--- src/rtl/flit_arb_pkg.sv ---
// Shared types and default constants for the flit arbiter.
// The optional per-source statistics are enabled by defining FLIT_ARB_STATS_EN.
package flit_arb_pkg;

  localparam int unsigned FLIT_WIDTH = 11;
  localparam int unsigned ARB_N      = 4;
  localparam int unsigned ARB_BURST  = 4;

  typedef enum logic [0:0] {
    IDLE = 1'b0,
    LOCK = 1'b1
  } arb_state_e;

endpackage

--- src/rtl/rr_pick.sv ---
// Round-robin search: first set request at or after ptr, wrapping modulo N.
// Part of flit_arbiter (optional stats enabled by defining FLIT_ARB_STATS_EN).
module rr_pick #(
  parameter int unsigned N  = 4,
  parameter int unsigned IW = $clog2(N)
) (
  input  logic [N-1:0]  req,
  input  logic [IW-1:0] ptr,
  output logic [IW-1:0] sel,
  output logic          any
);

  // One spare bit so ptr + i never overflows before the modulo fold.
  logic [IW:0] idx;

  always_comb begin
    sel = '0;
    any = 1'b0;
    idx = '0;
    for (int i = 0; i < int'(N); i++) begin
      idx = {1'b0, ptr} + (IW + 1)'(i);
      if (idx >= (IW + 1)'(N)) begin
        idx = idx - (IW + 1)'(N);
      end
      if (!any && req[idx[IW-1:0]]) begin
        any = 1'b1;
        sel = idx[IW-1:0];
      end
    end
  end

endmodule

--- src/rtl/flit_arbiter.sv ---
// N-input round-robin flit arbiter with burst locking and a registered output stage.
// Define FLIT_ARB_STATS_EN to add the per-source grant_cnt output counters.
module flit_arbiter
  import flit_arb_pkg::*;
#(
  parameter int unsigned WIDTH = FLIT_WIDTH,
  parameter int unsigned N     = ARB_N,
  parameter int unsigned BURST = ARB_BURST
) (
  input  logic                   clk,
  input  logic                   rst_n,
  input  logic [N-1:0]           in_valid,
  input  logic [N*WIDTH-1:0]     in_data,
  output logic [N-1:0]           in_ready,
  output logic                   out_valid,
  output logic [WIDTH-1:0]       out_data,
  input  logic                   out_ready,
  output logic [$clog2(N)-1:0]   grant_id
`ifdef FLIT_ARB_STATS_EN
  ,
  output logic [N-1:0][15:0]     grant_cnt
`endif
);

  localparam int unsigned IW = $clog2(N);
  localparam int unsigned CW = 8;

  arb_state_e    state_q, state_d;
  logic [IW-1:0] rr_ptr_q, rr_ptr_d;
  logic [IW-1:0] owner_q, owner_d;
  logic [CW-1:0] count_q, count_d;

  logic             out_valid_q;
  logic [WIDTH-1:0] out_data_q;
  logic [IW-1:0]    grant_id_q;

  logic          can_load;
  logic          pick_any;
  logic [IW-1:0] pick_sel;
  logic [IW-1:0] src;
  logic [N-1:0]  ready;
  logic          xfer;

  function automatic logic [IW-1:0] next_port(input logic [IW-1:0] p);
    return (p == IW'(N - 1)) ? '0 : p + 1'b1;
  endfunction

  rr_pick #(
    .N  (N),
    .IW (IW)
  ) u_rr_pick (
    .req (in_valid),
    .ptr (rr_ptr_q),
    .sel (pick_sel),
    .any (pick_any)
  );

  // Readiness is gated by rst_n so in_ready drops the instant reset asserts.
  always_comb begin
    can_load = !out_valid_q || out_ready;
    src      = (state_q == LOCK) ? owner_q : pick_sel;
    ready    = '0;
    if (rst_n && ((state_q == LOCK) || pick_any)) begin
      ready[src] = can_load;
    end
    xfer = ready[src] && in_valid[src];
  end

  always_comb begin
    state_d  = state_q;
    owner_d  = owner_q;
    count_d  = count_q;
    rr_ptr_d = rr_ptr_q;
    unique case (state_q)
      IDLE: begin
        if (xfer) begin
          if (BURST > 1) begin
            state_d = LOCK;
            owner_d = pick_sel;
            count_d = CW'(1);
          end else begin
            rr_ptr_d = next_port(pick_sel);
          end
        end
      end
      LOCK: begin
        // Under backpressure everything holds; otherwise either continue or release.
        if (can_load) begin
          if (xfer && (count_q != CW'(BURST - 1))) begin
            count_d = count_q + 1'b1;
          end else begin
            state_d  = IDLE;
            count_d  = '0;
            rr_ptr_d = next_port(owner_q);
          end
        end
      end
      default: state_d = IDLE;
    endcase
  end

  always_ff @(posedge clk or negedge rst_n) begin
    if (!rst_n) begin
      state_q  <= IDLE;
      rr_ptr_q <= '0;
      owner_q  <= '0;
      count_q  <= '0;
    end else begin
      state_q  <= state_d;
      rr_ptr_q <= rr_ptr_d;
      owner_q  <= owner_d;
      count_q  <= count_d;
    end
  end

  always_ff @(posedge clk or negedge rst_n) begin
    if (!rst_n) begin
      out_valid_q <= 1'b0;
      out_data_q  <= '0;
      grant_id_q  <= '0;
    end else if (xfer) begin
      out_valid_q <= 1'b1;
      out_data_q  <= in_data[int'(src) * WIDTH +: WIDTH];
      grant_id_q  <= src;
    end else if (out_ready) begin
      out_valid_q <= 1'b0;
    end
  end

  assign in_ready  = ready;
  assign out_valid = out_valid_q;
  assign out_data  = out_data_q;
  assign grant_id  = grant_id_q;

`ifdef FLIT_ARB_STATS_EN
  logic [N-1:0][15:0] grant_cnt_q;

  always_ff @(posedge clk or negedge rst_n) begin
    if (!rst_n) begin
      grant_cnt_q <= '0;
    end else if (out_valid_q && out_ready && (grant_cnt_q[grant_id_q] != 16'hFFFF)) begin
      grant_cnt_q[grant_id_q] <= grant_cnt_q[grant_id_q] + 16'd1;
    end
  end

  assign grant_cnt = grant_cnt_q;
`endif

endmodule

--- config.mk ---
export PLATFORM = sky130hd
export DESIGN_NAME = flit_arbiter
export DESIGN_NICKNAME = d
export VERILOG_FILES = /design/src/rtl/flit_arb_pkg.sv /design/src/rtl/rr_pick.sv /design/src/rtl/flit_arbiter.sv
export SDC_FILE = /design/constraint.sdc
export NUM_CORES = 1
export LEC_CHECK = 0
export BUFFER_PORTS_ARGS = -buffer_cell sky130_fd_sc_hd__buf_2
export CORE_UTILIZATION = 33
export CTS_BUF_LIST = sky130_fd_sc_hd__clkbuf_4 sky130_fd_sc_hd__clkbuf_8 sky130_fd_sc_hd__clkbuf_16
export CTS_CLUSTER_DIAMETER = 120
export DETAILED_ROUTE_END_ITERATION = 16
export PLACE_DENSITY = 0.55
export RECOVER_POWER = 25
export SYNTH_ARGS = -nofsm -noshare
export SYNTH_HDL_FRONTEND = slang
export SYNTH_HIERARCHICAL = 1
export SYNTH_SLANG_ARGS = --single-unit
--- constraint.sdc ---
create_clock -name clk -period 5.9 [get_ports clk]
set_input_delay 1.18 -clock clk [delete_from_list [all_inputs] [get_ports clk]]
set_output_delay 1.18 -clock clk [all_outputs]
set_load 0.05 [all_outputs]
==> results.json, run 1 <==
{
  "skew_ns": 0.00808,
  "clock_latency_ns": 0.27,
  "synth-edff-count": 0,
  "synth_top_area_cell": "dfrtp_1",
  "wire_per_inst_um": 13.3,
  "vias_per_cell": 5.20,
  "hold_violations": 0,
  "final_area_um2": 2330,
  "cp.arrival_ns": 3.41,
  "final_common_cell": "buf_2",
  "status": "finished with violations",
  "grt_pass1_wl_mm": 7.36,
  "final_cell_mix": "67 x buf_2, 27 x dfrtp_1, 17 x a21oi_1",
  "worst_pin_slew_ns": 1.52,
  "yosysWarnings": 6,
  "antenna_cells": 0,
  "fillers": 575,
  "grt_pass1_vias": 1596,
  "clkTransAtPathRegs_ns": 0.09,
  "max_slew_margin": -0.0135,
  "seq_area_um2": 676,
  "dieWidth_um": 78.2,
  "ctsResizeCount": 0,
  "synthesis.area_um2": 1910,
  "syn_nets": 255,
  "post-route-drc-count": 0,
  "critPathLaunch": "rst_n",
  "clock-sinks": 27,
  "fin_crit_sh": 0.778,
  "setup_viol": 0,
  "final_util": 0.421,
  "post_cts_buffers": 0,
  "synth.yosys.seq_area_share": 0.353,
  "antenna_found_initial": 0,
  "clockBufferDepth": 2,
  "dp_hpwl_mm": 3.27,
  "criticalPathCategory": "primary input to output port",
  "grt.total_usage": 0.146,
  "ios": 69,
  "cts_root_buffer": "clkbuf_8",
  "io_buffers": 68,
  "maxCapViolCount": 1,
  "area_growth_pct": 21.7,
  "totalWireLength_mm": 4.49,
  "syn_inst": 202,
  "ys_ff_latch": 27,
  "synth_area_leaders": "dfrtp_1 35%, mux2_2 8.8%, mux2i_1 6.3%",
  "ant_nets": 0,
  "finalPower_mw": 1.23,
  "end_kind": "output port",
  "die_y_um": 78.2,
  "finalCriticalPeriod_ns": 4.59,
  "p_leak_nw": 1.10,
  "drive_gt1_frac": 0.374,
  "synthDistinctLibCells": 46,
  "synth_flop_cell": "dfrtp_1",
  "clkPwrFrac": 0.089,
  "violations": "capacitance limit, slew limit",
  "htree_levels": 1,
  "async_flop_share": 1.00,
  "drt_iter0_markers": 73,
  "hp-start": "out_data[7]$_DFFE_PN0P_",
  "rows": 27,
  "fmaxAchievable_mhz": 218,
  "dr.pass1.iters": 4,
  "multi_input_area_um2": 1140,
  "rsz0062_at_grt": "no",
  "place_congestion": 0.805,
  "via_count": 1752,
  "powerDensity_nw_per_um2": 529,
  "setup.worst_path.start_class": "primary input",
  "tns_ns": 0,
  "avgSynthCellArea_um2": 9.48,
  "cts_tree": "built",
  "layout.nets": 319,
  "timing.rr.start": "rr_ptr_q[1]$_DFFE_PN0P_",
  "die_area_um2": 6110,
  "hold_buffers": 0,
  "max-vdd-ir-drop_mv": 0.249,
  "power_frac_seq": 0.273,
  "grt_overflow": 0,
  "maxSlewViolCount": 29,
  "place_area_um2": 2280,
  "coreArea_um2": 5540,
  "numCtsBuffers": 3,
  "cp_max_fo": 28,
  "synth_top_area_share": 0.353,
  "switchingPower_mw": 0.639,
  "p_int_mw": 0.594,
  "power_frac_comb": 0.638,
  "final_cell_count_no_fill": 337,
  "start_util": 0.346,
  "dp_cells": 333,
  "worst_ep_required_time_ns": 4.72,
  "swShare": 0.518,
  "grt_max_degree": 36,
  "worstHoldPathType": "flop to flop"
}
state kept, by name (all words and copies together) (netlist names):
register	flops
count_q	8
state_q	1
out_data	11
owner_q	2
grant_id	2
out_valid	1
rr_ptr_q	2
power by group through the flow:
| stage | registers (mW) | logic (mW) | clock network [mW] |
|---|---|---|---|
| final | 0.337 | 0.787 | 0.109 |
| after detailed placement | 0.337 | 0.791 | 0 |
| after global routing | 0.350 | 0.856 | 0.125 |
| after CTS | 0.334 | 0.792 | 0.116 |
| after global placement | 0.338 | 0.791 | 0 |
| after floorplan | 0.474 | 0.517 | 0 |
stage by stage:
step / setup WS [ns] / hold WS, ns
global route: 0.898 / 0.523
finish: 1.31 / 0.508
CTS: 1.79 / 0.510
floorplan: 1.36 / 0.484
detailed placement: 1.81 / 0.487
global placement: 1.81 / 0.483
logic make-up (layout without fill, tap and decap cells):
| kind of cell | Yosys count | after routing | synth area share |
|---|---|---|---|
| AND/OR/NAND/NOR | 76 | 76 | 0.231 |
| AO/OA/AOI/OAI | 53 | 53 | 0.188 |
| multiplexers | 28 | 28 | 0.158 |
| flip-flops | 27 | 27 | 0.353 |
| buffers and inverters | 16 | 79 | 0.0568 |
| adder cells (fa/ha/maj) | 2 | 2 | 0.0131 |
layout make-up:
class                      instances  share of cell area
clock buffer                       4              0.0209
inverter                           5             0.00806
multi-input combinational        159               0.490
sequential                        27               0.290
tap                               72              0.0387
timing repair buffer              70               0.152
synthesized netlist by cell type (2+ instances only):
cell / number
a211oi_1: 11
nor3b_1: 3
a31oi_1: 2
and3_1: 3
and4_1: 2
inv_1: 4
mux2_2: 15
nor3_1: 6
o211ai_1: 2
mux2i_1: 12
dfrtp_1: 27
a21oi_1: 17
buf_4: 2
o21ai_0: 7
nand2b_1: 6
ha_1: 2
nand2_1: 11
a221o_1: 3
nand3_1: 7
buf_2: 3
and4b_1: 2
or3_1: 2
buf_6: 5
nor2b_1: 13
a211o_1: 2
nor2_1: 11
o21ai_1: 3
worst paths after layout:
check	endpoint	cells after the start	slack (ns)
worst min-delay path	out_data[7]$_DFFE_PN0P_	1	0.51
max in group asynchronous	out_data[7]$_DFFE_PN0P_	1	3.75
min in group asynchronous	count_q[4]$_DFFE_PN0P_	1	1.26
worst min register to register	out_data[7]$_DFFE_PN0P_	1	0.51
worst max-delay path	in_ready[0]	5	1.31
worst max register to register	out_data[6]$_DFFE_PN0P_	8	3.24
per-layer routing:
metal / track usage / part of all wire / vias to the layer above
met3: 0.0256 / 0.041 / 2
met5: 0 / 0 / -
met4: 0.0296 / 0.0053 / 0
li1: - / - / 875
met2: 0.232 / 0.46 / 37
met1: 0.209 / 0.49 / 838
worst max-delay path: stages:
cell	delay, ns
clkbuf_1	1.07
o21ai_1	0.29
nor2_2	0.39
and3_1	0.21
buf_2	0.26
No activity file was read; power rests on OpenSTA's default activity.
==> run 2, diff against run 1 <==
- clock period: 5.9 -> 4.32 ns (I/O delays scaled with it)
==> run 2 against run 1 <==
Effect of this change: the run now ends clean; critical path type unchanged; clock power is 35% higher; utilization hardly changed; worst hold slack worse by 0.00091 ns; flip-flop and latch count stayed put; register-to-register slack worse by 1.7 ns; largest power group unchanged.
==> results.json, run 2 (synthesized netlist as in run 1, its figures left out) <==
{
  "grt_max_degree": 35,
  "hold_buffers": 0,
  "min_delay_worst_endpoint": "out_data[1]$_DFFE_PN0P_",
  "start_util": 0.346,
  "cts_tree": "built",
  "hold_violations": 0,
  "clock-sinks": 27,
  "setup_viol": 0,
  "clkPwrFrac": 0.087,
  "dieWidth_um": 78.2,
  "end_kind": "output port",
  "totalWireLength_mm": 4.55,
  "maxSlewViolCount": 0,
  "fmaxAchievable_mhz": 294,
  "tns_ns": 0,
  "io_buffers": 68,
  "post-route-drc-count": 0,
  "die_area_um2": 6110,
  "worst_pin_slew_ns": 1.46,
  "slowest_delay_ns": 0.41,
  "coreArea_um2": 5540,
  "setup.worst_path.start_class": "primary input",
  "r2r_cells": 8,
  "skew_ns": 0.00330,
  "p_leak_nw": 1.10,
  "cp_max_fo": 6,
  "max_slew_margin": 0.0264,
  "maxCapViolCount": 0,
  "ios": 69,
  "grt.total_usage": 0.153,
  "power_frac_comb": 0.641,
  "status": "completed",
  "final_common_cell": "buf_2",
  "grt_pass1_wl_mm": 7.53,
  "layout_setup_ws_ns": 0.919,
  "worstHoldPathType": "flop to flop",
  "cpLargestDelayFamily": "compound AO/OA/AOI/OAI gates",
  "crit_top_cell": "buf_2",
  "rsz0062_at_grt": "no",
  "area_growth_pct": 21.8,
  "via_count": 1754,
  "rows": 27,
  "fin_crit_sh": 0.787,
  "r2r_slack_ns": 1.55,
  "clockBufferDepth": 2,
  "die_y_um": 78.2,
  "cpMaxStageDelayCell": "a21oi_1",
  "cp.arrival_ns": 2.54,
  "finalCriticalPeriod_ns": 3.40,
  "antenna_cells": 0,
  "drive_gt1_frac": 0.372,
  "timing.rr.start": "rr_ptr_q[1]$_DFFE_PN0P_",
  "switchingPower_mw": 0.880,
  "worst_ep_required_time_ns": 3.46,
  "dp_hpwl_mm": 3.39,
  "post_cts_buffers": 0,
  "path_buf_inv": 3,
  "numCtsBuffers": 3,
  "p_int_mw": 0.805,
  "ctsResizeCount": 0,
  "htree_levels": 1,
  "vias_per_cell": 5.19,
  "hold-path-cell-count": 1,
  "criticalPathCategory": "primary input to output port",
  "ant_nets": 0,
  "final_cell_mix": "67 x buf_2, 27 x dfrtp_1, 17 x a21oi_1",
  "max-vdd-ir-drop_mv": 0.343,
  "powerDensity_nw_per_um2": 723,
  "antenna_found_initial": 0,
  "place_worst_setup_slack_ns": 0.954,
  "hp-start": "out_data[1]$_DFFE_PN0P_",
  "timing.rr.end": "out_data[5]$_DFFE_PN0P_",
  "grt_pass1_vias": 1604,
  "power_frac_seq": 0.272,
  "dr.pass1.iters": 4,
  "wire_per_inst_um": 13.5,
  "cp_cell_sequence": "buf_2 -> inv_1 -> a221o_1 -> a21oi_1 -> mux2i_2 -> nor3_1 -> buf_2",
  "finalPower_mw": 1.68,
  "place_congestion": 0.840,
  "clkTransAtPathRegs_ns": 0.09,
  "cts_root_buffer": "clkbuf_8",
  "grt_overflow": 0,
  "drt_iter0_markers": 87,
  "largest_reg_flops": 11,
  "swShare": 0.522,
  "layout.nets": 320,
  "clock_latency_ns": 0.28
}
-- run 2: changes by cell type in the layout (fill, tap and decap cells not counted) --
cell / previous run / this run
clkbuf_1: 1 / 2
clkbuf_4: 1 / 0
clkinv_2: 0 / 1
-- run 2: area by class of cell --
cell class | count | area (um^2)
clock buffers | 3 | 41.3
clock inverters | 1 | 5.00
fillers | 586 | 3210
inverters | 5 | 18.8
multi-input cells | 159 | 1140
flip-flops and latches | 27 | 676
well taps | 72 | 90.1
repair buffers | 71 | 358
-- run 2: power by group through the flow --
stage | clock, mW | combinational, mW | sequential, mW
after floorplan | 0 | 0.706 | 0.647
after global placement | 0 | 1.09 | 0.464
after detailed placement | 0 | 1.09 | 0.463
after CTS | 0.153 | 1.09 | 0.459
after global routing | 0.163 | 1.18 | 0.480
final | 0.147 | 1.08 | 0.458
-- run 2: stage by stage --
step,utilization,instance area [um^2],hold slack (ns),instances
after floorplan,-,1910,0.484,202
after global placement,0.413,2290,0.482,334
after detailed placement,0.413,2290,0.487,334
after CTS,0.422,2340,0.515,338
after global routing,0.421,2330,0.527,338
final,0.421,2330,0.507,338
-- run 2: per-layer routing --
| metal | track usage | vias to the layer above | wire [um] |
|---|---|---|---|
| met2 | 0.239 | 44 | 2110 |
| met1 | 0.217 | 823 | 2240 |
| met4 | 0.0389 | 0 | 31 |
| li1 | - | 883 | - |
| met5 | 0 | - | 0 |
| met3 | 0.0256 | 4 | 173 |
-- run 2: worst max path at each step --
| stage | to | slack [ns] | cells after the start | start |
|---|---|---|---|---|
| 4_1_cts | in_ready[3] | 0.94 | 7 | in_valid[1] |
| 3_3_place_gp | in_ready[3] | 0.98 | 7 | in_valid[1] |
| 5_1_grt | in_ready[3] | 0.78 | 7 | in_valid[1] |
| 3_5_place_dp | in_ready[3] | 0.95 | 7 | in_valid[1] |
| 6_report | in_ready[3] | 0.92 | 7 | in_valid[1] |
| 2_1_floorplan | in_ready[3] | 0.41 | 6 | in_valid[1] |
-- run 2: worst register-to-register path, stage by stage (launching register included) --
cell and delay [ns]:
dfrtp_1 0.44, a21oi_1 0.16, o21ai_0 0.11, a21oi_1 0.50
nor2_1 0.10, a31oi_1 0.30, nand4_2 0.27, nand2_2 0.39
mux2_2 0.38
==> run 3, diff against run 2 <==
- clock period: 4.32 -> 3.6 ns (I/O delays scaled with it)
==> run 3 against run 2 <==
Effect of this change: the run now ends with capacitance limit, slew limit left; routed wire length rose by 2.7%; count of clock-buffer cells in the layout did not move; clock power rose by 22%; critical path type unchanged.
==> results.json, run 3 (synthesized netlist as in run 1, its figures left out) <==
{
  "antenna_found_initial": 0,
  "ios": 69,
  "dp_hpwl_mm": 3.43,
  "setup.worst_path.start_class": "primary input",
  "clock_latency_ns": 0.28,
  "via_count": 1761,
  "final_area_um2": 2340,
  "maxCapViolCount": 1,
  "numCtsBuffers": 3,
  "tns_ns": 0,
  "place_area_um2": 2300,
  "area_growth_pct": 22.5,
  "clkTransAtPathRegs_ns": 0.10,
  "ant_nets": 0,
  "skew_ns": 0.00982,
  "finalCriticalPeriod_ns": 3.11,
  "hold_violations": 0,
  "htree_levels": 1,
  "grt_pass1_wl_mm": 7.72,
  "status": "finished with violations",
  "place_congestion": 0.774,
  "totalWireLength_mm": 4.67,
  "die_y_um": 78.2,
  "rsz0062_at_grt": "no",
  "finalPower_mw": 2.04,
  "start_util": 0.346,
  "dieWidth_um": 78.2,
  "grt_overflow": 0,
  "worst_pin_slew_ns": 1.52,
  "wire_per_inst_um": 13.8,
  "clockBufferDepth": 2,
  "clock-sinks": 27,
  "fmaxAchievable_mhz": 322,
  "p_leak_nw": 1.10,
  "cts_tree": "built",
  "die_area_um2": 6110,
  "powerDensity_nw_per_um2": 871,
  "violations": "capacitance limit, slew limit",
  "cts_root_buffer": "clkbuf_8",
  "io_buffers": 68,
  "final_cell_mix": "68 x buf_2, 27 x dfrtp_1, 17 x a21oi_1",
  "drive_gt1_frac": 0.382,
  "ctsResizeCount": 0,
  "maxSlewViolCount": 28,
  "max-vdd-ir-drop_mv": 0.528,
  "worstHoldPathType": "flop to flop",
  "cp_max_fo": 6,
  "layout.nets": 321,
  "final_common_cell": "buf_2",
  "grt_pass1_vias": 1581,
  "fin_crit_sh": 0.863,
  "setup_viol": 0,
  "criticalPathCategory": "primary input to output port",
  "antenna_cells": 0,
  "grt_max_degree": 35,
  "coreArea_um2": 5540,
  "grt.total_usage": 0.158,
  "cp.arrival_ns": 2.39,
  "rows": 27,
  "end_kind": "output port",
  "max_slew_margin": -0.0139,
  "largest_reg_flops": 11,
  "vias_per_cell": 5.19,
  "post-route-drc-count": 0,
  "drt_iter0_markers": 90,
  "dr.pass1.iters": 4,
  "final_util": 0.423,
  "hold_buffers": 0,
  "worst_ep_required_time_ns": 2.88,
  "post_cts_buffers": 0
}
==> run 3: path summary, 6_finish.rpt <==
check | from | endpoint | slack (ns) | depth (start not counted)
worst min-delay path | out_data[8]$_DFFE_PN0P_ | out_data[8]$_DFFE_PN0P_ | 0.51 | 1
worst min register to register | out_data[8]$_DFFE_PN0P_ | out_data[8]$_DFFE_PN0P_ | 0.51 | 1
worst max register to register | rr_ptr_q[0]$_DFFE_PN0P_ | out_data[3]$_DFFE_PN0P_ | 0.99 | 8
max in group asynchronous | rst_n | count_q[3]$_DFFE_PN0P_ | 1.82 | 2
min in group asynchronous | rst_n | out_data[5]$_DFFE_PN0P_ | 0.90 | 2
worst max-delay path | in_valid[1] | in_ready[3] | 0.49 | 7
==> run 3: layer usage <==
metal	wire length, um	GRT usage
met2	2220	0.234
met1	2230	0.238
met3	187	0.0221
met5	0	0
met4	29	0.0389
==> run 3: where the power goes <==
group          internal, mW  total (mW)  switching [mW]  leakage (nW)
Clock                0.0778       0.180           0.103        0.0255
Combinational         0.473        1.31           0.838         0.743
Sequential            0.422       0.551           0.129         0.335
==> run 3: layout make-up <==
class | instances | area [um^2]
Multi-Input combinational cell | 159 | 1150
Fill cell | 593 | 3200
Timing Repair Buffer | 72 | 367
Sequential cell | 27 | 676
Tap cell | 72 | 90.1
Inverter | 5 | 18.8
Clock buffer | 3 | 41.3
Clock inverter | 1 | 5.00
==> run 3: worst max-delay path, cell delays in order <==
cell	delay (ns)
buf_2	0.12
inv_1	0.06
a221o_1	0.34
a21oi_1	0.40
mux2i_2	0.25
nor3_2	0.22
buf_2	0.28
==> run 3: metrics by stage <==
step / setup slack (ns) / hold slack, ns / std cells
after floorplan: 0.401 / 0.424 / 202
after global placement: 0.527 / 0.484 / 335
after detailed placement: 0.482 / 0.487 / 335
after CTS: 0.521 / 0.451 / 339
after global routing: 0.354 / 0.530 / 339
final: 0.495 / 0.506 / 339
